--- config.mk ---
export PLATFORM = sky130hd
export DESIGN_NAME = escape_unit_arb
export DESIGN_NICKNAME = d
export VERILOG_FILES = /design/src/rtl/escape_pkg.sv /design/src/rtl/escape_rr_pick.sv /design/src/rtl/escape_unit_arb.sv
export SDC_FILE = /design/constraint.sdc
export NUM_CORES = 1
export LEC_CHECK = 0
export ABC_AREA = 0
export BUFFER_PORTS_ARGS = -buffer_cell sky130_fd_sc_hd__buf_4
export CORE_MARGIN = 2
export CORE_UTILIZATION = 55
export CTS_CLUSTER_DIAMETER = 100
export CTS_CLUSTER_SIZE = 28
export DETAILED_ROUTE_END_ITERATION = 10
export MAX_ROUTING_LAYER = met4
export PLACE_DENSITY = 0.81
export SKIP_LAST_GASP = 1
export SYNTH_ARGS = -nofsm -noshare
export SYNTH_HDL_FRONTEND = slang
export SYNTH_HIERARCHICAL = 1
export SYNTH_SLANG_ARGS = --single-unit
--- constraint.sdc ---
create_clock -name clk -period 4.92 [get_ports clk]
set_clock_uncertainty 0.15 [all_clocks]
set_input_delay 0.246 -clock clk [delete_from_list [all_inputs] [get_ports clk]]
set_output_delay 0.246 -clock clk [all_outputs]
set_load 0.05 [all_outputs]
--- src/rtl/escape_pkg.sv ---
// Shared types and sizing helpers for the escape_a unit arbiter.
package escape_pkg;

  typedef enum logic [1:0] {
    IDLE  = 2'd0,
    ISSUE = 2'd1,
    WAIT  = 2'd2,
    RESP  = 2'd3
  } state_t;

  localparam int unsigned CNT_W = 4;

  // Index width for n entries; never below one bit.
  function automatic int unsigned idx_w(input int unsigned n);
    return (n > 1) ? $clog2(n) : 1;
  endfunction

endpackage

--- src/rtl/escape_rr_pick.sv ---
// Combinational round-robin picker: first eligible index at or after ptr, wrapping modulo NREQ.
module escape_rr_pick
  import escape_pkg::*;
#(
  parameter int unsigned NREQ = 4,
  parameter int unsigned IW   = idx_w(NREQ)
) (
  input  logic [NREQ-1:0] eligible,
  input  logic [IW-1:0]   ptr,
  output logic            found,
  output logic [IW-1:0]   idx
);

  int unsigned j;

  always_comb begin
    found = 1'b0;
    idx   = ptr;
    j     = 0;
    for (int unsigned k = 0; k < NREQ; k++) begin
      j = 32'(ptr) + k;
      if (j >= NREQ) j = j - NREQ;
      if (!found && eligible[IW'(j)]) begin
        found = 1'b1;
        idx   = IW'(j);
      end
    end
  end

endmodule

--- src/rtl/escape_unit_arb.sv ---
// Round-robin arbiter/sequencer sharing one escape_a unit between NREQ requesters,
// one transaction in flight, outputs captured after a fixed unit latency.
module escape_unit_arb
  import escape_pkg::*;
#(
  parameter int unsigned NREQ = 4,
  parameter int unsigned LAT  = 2
) (
  input  logic            clk,
  input  logic            rst,
  input  logic [NREQ-1:0] req,
  input  logic [NREQ-1:0] req_i,
  output logic [NREQ-1:0] gnt,
  output logic            unit_i,
  output logic            unit_vld,
  input  logic            unit_o10,
  input  logic            unit_o2,
  output logic [NREQ-1:0] rsp_vld,
  output logic            rsp_o10,
  output logic            rsp_o2,
  output logic            busy
);

  localparam int unsigned    IW   = idx_w(NREQ);
  localparam logic [IW-1:0]  LAST = IW'(NREQ - 1);

  state_t             state_q, state_d;
  logic [IW-1:0]      ptr_q, ptr_d;
  logic [IW-1:0]      id_q, id_d;
  logic [CNT_W-1:0]   cnt_q, cnt_d;
  logic               cap;
  logic [IW-1:0]      id_nxt;
  logic [IW-1:0]      pick_ptr;
  logic [NREQ-1:0]    eligible;
  logic               pick_found;
  logic [IW-1:0]      pick_idx;

  // The requester just answered loses first priority in RESP and is masked out.
  assign id_nxt   = (id_q == LAST) ? '0 : id_q + IW'(1);
  assign pick_ptr = (state_q == RESP) ? id_nxt : ptr_q;
  assign eligible = req & ~rsp_vld;

  escape_rr_pick #(
    .NREQ (NREQ),
    .IW   (IW)
  ) u_pick (
    .eligible (eligible),
    .ptr      (pick_ptr),
    .found    (pick_found),
    .idx      (pick_idx)
  );

  always_ff @(posedge clk) begin
    if (rst) begin
      state_q <= IDLE;
      ptr_q   <= '0;
      id_q    <= '0;
      cnt_q   <= '0;
    end else begin
      state_q <= state_d;
      ptr_q   <= ptr_d;
      id_q    <= id_d;
      cnt_q   <= cnt_d;
    end
  end

  always_comb begin
    state_d = state_q;
    ptr_d   = ptr_q;
    id_d    = id_q;
    cnt_d   = cnt_q;
    cap     = 1'b0;
    case (state_q)
      IDLE: begin
        if (pick_found) begin
          id_d    = pick_idx;
          state_d = ISSUE;
        end
      end
      ISSUE: begin
        cnt_d   = CNT_W'(LAT - 1);
        state_d = WAIT;
      end
      WAIT: begin
        cnt_d = cnt_q - CNT_W'(1);
        if (cnt_q == '0) begin
          cap     = 1'b1;
          state_d = RESP;
        end
      end
      RESP: begin
        ptr_d = id_nxt;
        if (pick_found) begin
          id_d    = pick_idx;
          state_d = ISSUE;
        end else begin
          state_d = IDLE;
        end
      end
      default: state_d = IDLE;
    endcase
  end

  // Outputs are registered from the next-state decode so they line up with the state they describe.
  always_ff @(posedge clk) begin
    if (rst) begin
      gnt      <= '0;
      unit_vld <= 1'b0;
      unit_i   <= 1'b0;
      rsp_vld  <= '0;
      busy     <= 1'b0;
      rsp_o10  <= 1'b0;
      rsp_o2   <= 1'b0;
    end else begin
      gnt      <= (state_d == ISSUE) ? (NREQ'(1) << id_d) : '0;
      unit_vld <= (state_d == ISSUE);
      unit_i   <= (state_d == ISSUE) && req_i[id_d];
      rsp_vld  <= (state_d == RESP) ? (NREQ'(1) << id_d) : '0;
      busy     <= (state_d != IDLE);
      if (cap) begin
        rsp_o10 <= unit_o10;
        rsp_o2  <= unit_o2;
      end
    end
  end

endmodule

# Word-level counts from Yosys, hierarchy flattened
# Index checks and enable logic that the tools add are counted.
# word_totals
latch_bits	0
wordCells	87
output_inout_bits	13
input_bits	12
n_memories	0
mem_bits_ro	0
reg_bits	23
ram_bits	0
# classes
magnitude_cmp	9
reduce_logical	14
div_mod_pow	0
mul	0
n_eq_ne	6
n_bitwise	4
mux	33
add_sub_neg	9
shifts	1
# ops
cell	n
two-way mux 2 bit	14
less-than comparator 2 x 3 -> 1 bit, second input constant	5
two-way mux 1 bit	12
binary-select mux 1 bit (select 2 bit)	5
>= comparator 3 bit, second input constant	3
equality test 2 bit, second input constant	4
case mux 2 bit (4 select lines)	1
case mux 4 bit (2 select lines)	1
subtractor 2 x 1 -> 2 bit, second input constant	4
adder 2 x 2 -> 3 bit, second input constant	2
OR reduction 2 bit	3
bitwise AND 4 bit	1
equality test 2 x 1 -> 1 bit, second input constant	2
logical AND 1 bit	4
logical NOT 4 bit	1
NOT 4 bit	1
nonzero test 2 bit	2
left shift 1 x 2 -> 4 bit, first input constant	1
subtractor 4 x 1 -> 4 bit, second input constant	1
adder 2 x 1 -> 3 bit, second input constant	1
>= comparator 2 x 3 -> 1 bit, second input constant	1
logical NOT 1 bit	3
adder 2 x 1 -> 2 bit, second input constant	1
logical NOT 2 bit	1
NOT 1 bit	2

# Longest topological paths before layout
# depth
ltp_word	22
mapped_depth	9
ltp_nobuf	9

# By module
# The synthesis kept the hierarchy.
# modules_own_cells
module	seq_area_each_um2	cells_each	area_each_um2	n_inst
escape_unit_arb	460.4	94	922.1	1
escape_rr_pick	0.0	16	96.3	1

# Worst setup path before layout
# No wires, ideal clock.
# synth_timing
path_kind	flip-flop to flip-flop
start	reg id_q[0]
end	reg unit_i
period_less_slack_ns	2.498
stages_incl_launch_ff	9
required_time_ns	4.651
slack_ns	2.422
t_arrival_ns	2.229
setup_ns	0.119
n_path_buf	0
cell_sequence	dfxtp_1 -> ha_1 -> mux2_2 -> or3_1 -> nand4b_1 -> nand2_1 -> mux2i_1 -> mux4_2 -> nor2b_4
# synth_between
elab_chain_cells	22
word_cells_on_any_way	50
cone_classes	add/sub: 8; order compare: 4; eq/ne: 2; mux: 29; reduce/logical: 7
# synth_rtl
element	line_no	text
from (decl)	escape_unit_arb.sv:29	logic [IW-1:0] id_q, id_d;
from (signal assigned)	escape_unit_arb.sv:62	id_q <= id_d;
adder 2 x 1 -> 2 bit / equality test 2 bit (equally long branches)	escape_unit_arb.sv:39	assign id_nxt = (id_q == LAST) ? '0 : id_q + IW'(1);
two-way mux 2 bit *	escape_unit_arb.sv:39	
two-way mux 2 bit *	--	
named net pick_ptr[1]	escape_unit_arb.sv:33	logic [IW-1:0] pick_ptr;
branches (longest 13 deep; another with adder 2 x 1 -> 3 bit)	--	
two-way mux 2 bit *	escape_rr_pick.sv:23	if (!found && eligible[IW'(j)]) begin
named net pick_idx[1]	escape_unit_arb.sv:36	logic [IW-1:0] pick_idx;
two-way mux 2 bit *	escape_unit_arb.sv:75, escape_unit_arb.sv:93	
two-way mux 2 bit *	--	
binary-select mux 1 bit (select 2 bit) *	escape_unit_arb.sv:117	unit_i <= (state_d == ISSUE) && req_i[id_d];
two-way mux 1 bit (implied by the code) *	escape_unit_arb.sv:117	
logical AND 1 bit *	escape_unit_arb.sv:117	
to (signal assigned)	escape_unit_arb.sv:117	
to (decl)	escape_unit_arb.sv:14	output logic unit_i,
# Mark *: on every way through the listed nets, which the timed path passes. The select of a mux whose other input is x is not followed.
# A chain may end at the register's enable or synchronous reset.

# Worst setup path after layout
# layout_timing
start	reg state_q[1]
end	reg unit_i
# layout_between
elab_chain_cells	21
word_cells_on_any_way	53
cone_classes	add/sub: 7; order compare: 4; eq/ne: 4; mux: 29; reduce/logical: 9
# layout_rtl
element	line_no	text
from (decl)	escape_unit_arb.sv:27	state_t state_q, state_d;
from (signal assigned)	escape_unit_arb.sv:60	state_q <= state_d;
equality test 2 bit *	escape_unit_arb.sv:40	assign pick_ptr = (state_q == RESP) ? id_nxt : ptr_q;
two-way mux 2 bit *	--	
named net pick_ptr[1]	escape_unit_arb.sv:33	
branches (longest 13 deep; another with adder 2 x 1 -> 3 bit)	--	
two-way mux 2 bit *	escape_rr_pick.sv:23	
named net pick_idx[1]	escape_unit_arb.sv:36	
two-way mux 2 bit *	escape_unit_arb.sv:75, escape_unit_arb.sv:93	
two-way mux 2 bit *	--	
binary-select mux 1 bit (select 2 bit) *	escape_unit_arb.sv:117	
two-way mux 1 bit (implied by the code) *	escape_unit_arb.sv:117	
logical AND 1 bit *	escape_unit_arb.sv:117	
# Marks and branches as above.

==> qor.yml <==
drive_above_1_share_pct: 25.5
synth_compound_area_share_pct: 8.60
path_clk_slew_ns: 0.12
grt_usage_pct: 21.0
path_class: "reg -> reg"
htreeDepth: 1
yosys.area_share.simple_pct: 27.1
switching_share_pct: 45.1
cts_resized: 0
finalCriticalPeriod_ns: 2.80
end_kind: "register"
synthAdderAreaFrac_pct: 6.14
grt_pass1_vias: 763
die_x_um: 47.0
rsz0062_at_grt: "no"
wl_per_cell_um: 11.9
top_layer_used: "met4"
cts_hold_buf: 0
max_slew_margin_pct: 64.0
synth.avg_cell_area_um2: 9.26
p_comb_share_pct: 56.3
start_util_pct: 59.0
firstDrtPassIters: 4
dieArea_mm2: 0.00221
synthCells: 110
drc: 0
grt_pass1_wl_um: 3170
synth_top_family_by_area: "simple AND/OR/NAND/NOR gates"
synth-seq-cells: 23
met3_wirelength_um: 82
hold_slack_ns: 0.0283
p_sw_uw: 361
drt_wl_total_um: 1930
crit_chain: "ha_1, mux2_2, or3_1, nand4b_1, nand2_1, mux2i_1, mux4_2, nor2b_4"
fill_cells: 152
yosysTopAreaCell: "dfxtp_1"
setup_viol: 0
timing.final.crit_share_pct: 56.8
antenna_found_initial: 0
ant_nets: 0
met2_length_um: 969
die_y_um: 47.0
antennaDiodeCount: 0
tightestPinTransition_ns: 0.525
vias_per_cell: 4.93
fin_nets: 155
status: "complete, no violations"
final_hold_viol_count: 0
clkPwrFrac_pct: 10.4
grt_max_degree: 15
cts_made_buffers: 3
synth_top_area_share_pct: 45.2
syn_area_mm2: 0.00102
rows: 15
gp_congestion: 0.831
core_mm2: 0.00173
start_kind: "register"
worstPathMaxFanout: 7
cts_num_sinks: 23
crit_slowest_cell: "mux2i_1"
yosysSeqAreaShare_pct: 45.2
met1_length_um: 855
clk-insertion-delay-late_ns: 0.30
cts_tree: "done"
synth_nets: 127
cts_setup_buffers: 0
dp_hpwl_um: 1600
final_max_slew_viol_count: 0
muxShareOfSynthArea_pct: 9.58
cp_slowest_stage_delay_ns: 0.44
hold_class: "in -> reg"
p_per_area_mw_per_mm2: 637
worstPathArrival_ns: 2.85
cts_root_buf: "clkbuf_4"
synthToLayoutAreaGrowth_pct: 23.1
portBuffers: 24
p_int_uw: 439
pwr-share-seq_pct: 33.3
overflow: 0
cts.path.max_buffers: 2
synthXorXnorAreaFrac_pct: 0
vias: 799
total_power_uw: 799
fin_tns_setup_ns: 0
p_leak_uw: 0.000593
drtIter0Drc: 8
ios: 25
cp.required_ns: 4.97
synth.area.top_cells: "dfxtp_1 (45%), nor2_1 (7.0%), ha_1 (6.1%), nor2b_1 (4.9%), nand2b_1 (3.1%)"
ir_worst_vdd_v: 0.000350
maxCapViolCount: 0
synth_cell_type_count: 24
timing.fmax_mhz: 358
ys_warn_count: 6
-- final timing paths --
| check | slack, ns | start | depth (start not counted) | to |
|---|---|---|---|---|
| setup / recovery | 2.12 | state_q[1] | 8 | unit_i |
| hold / removal | 0.03 | unit_o10 | 3 | rsp_o10 |
| setup reg to reg | 2.12 | state_q[1] | 8 | unit_i |
| hold reg to reg | 0.37 | rsp_o10 | 2 | rsp_o10 |
-- registers in the layout, indices dropped and copies added, names as in the netlist, 2 cells and up --
signal / cells
ptr_q: 2
gnt: 4
state_q: 2
rsp_vld: 4
cnt_q: 4
id_q: 2
-- per-stage QoR --
stage | setup WS (ns) | utilization (%) | std cells | cell area, um^2
after global routing | 1.91 | 72.6 | 162 | 1250
after global placement | 2.31 | 71.0 | 158 | 1230
after detailed placement | 2.14 | 71.0 | 158 | 1230
after floorplan | 2.42 | - | 110 | 1020
after CTS | 2.12 | 72.6 | 162 | 1250
final | 2.12 | 72.6 | 162 | 1250
-- placed cells by master (no fill, tap or decap), types with 2 or more instances in the layout --
| cell type | n |
|---|---|
| buf_4 | 24 |
| dfxtp_1 | 23 |
| nor2_1 | 19 |
| inv_1 | 8 |
| nor2b_1 | 8 |
| nand2_1 | 8 |
| o21ai_0 | 6 |
| nand2b_1 | 5 |
| ha_1 | 5 |
| a21oi_1 | 4 |
| mux2i_1 | 3 |
| or3_1 | 3 |
| nor3_1 | 3 |
| clkbuf_4 | 3 |
| mux2_2 | 2 |
| nor2b_4 | 2 |
| a21o_1 | 2 |
-- cells in the mapped netlist --
cell type,instances
a21o_1,2
a21oi_1,4
a221oi_2,1
clkbuf_1,1
dfxtp_1,23
ha_1,5
inv_1,8
mux2_2,2
mux2i_1,3
mux2i_4,1
mux4_2,1
nand2_1,8
nand2b_1,5
nand3_1,1
nand3b_1,1
nand4b_1,1
nand4bb_1,1
nor2_1,19
nor2b_1,8
nor2b_4,2
nor3_1,3
o211ai_1,1
o21ai_0,6
or3_1,3
-- critical path: cells and delay by family (launching register included) --
kind                     cells  cell delay, ns
adder cells (fa/ha/maj)      1            0.23
AND/OR/NAND/NOR              4            0.72
multiplexers                 3            1.23
flip-flops                   1            0.38
-- layer usage --
layer | GRT usage, % | vias to the layer above
met5 | - | -
met4 | 6.67 | 0
met3 | 3.85 | 4
met2 | 36.4 | 20
met1 | 24.4 | 356
li1 | - | 419
-- cell families (layout without fill, tap and decap cells) --
logic type,count (synthesis),in the layout
compound gates,14,14
flops,23,23
buf+inv,9,36
simple gates,52,52
mux,7,7
fa+ha+maj,5,5
-- power by group through the flow --
| stage | clock [uW] | sequential [uW] | combinational (uW) |
|---|---|---|---|
| 5_1_grt | 92.0 | 273 | 494 |
| 3_5_place_dp | 0 | 270 | 451 |
| 2_1_floorplan | 0 | 359 | 257 |
| 3_3_place_gp | 0 | 268 | 436 |
| 4_1_cts | 85.9 | 266 | 451 |
| 6_report | 83.2 | 266 | 450 |
-- layout make-up --
| class | instances | area (um^2) | area share [%] |
|---|---|---|---|
| sequential | 23 | 460 | 36.7 |
| tap | 25 | 31.3 | 2.50 |
| timing repair buffer | 24 | 180 | 14.4 |
| clock buffer | 3 | 22.5 | 1.80 |
| inverter | 8 | 30.0 | 2.40 |
| clock inverter | 1 | 5.00 | 0.399 |
| multi-input combinational | 78 | 524 | 41.8 |
Power figures use the tool's default switching activity.
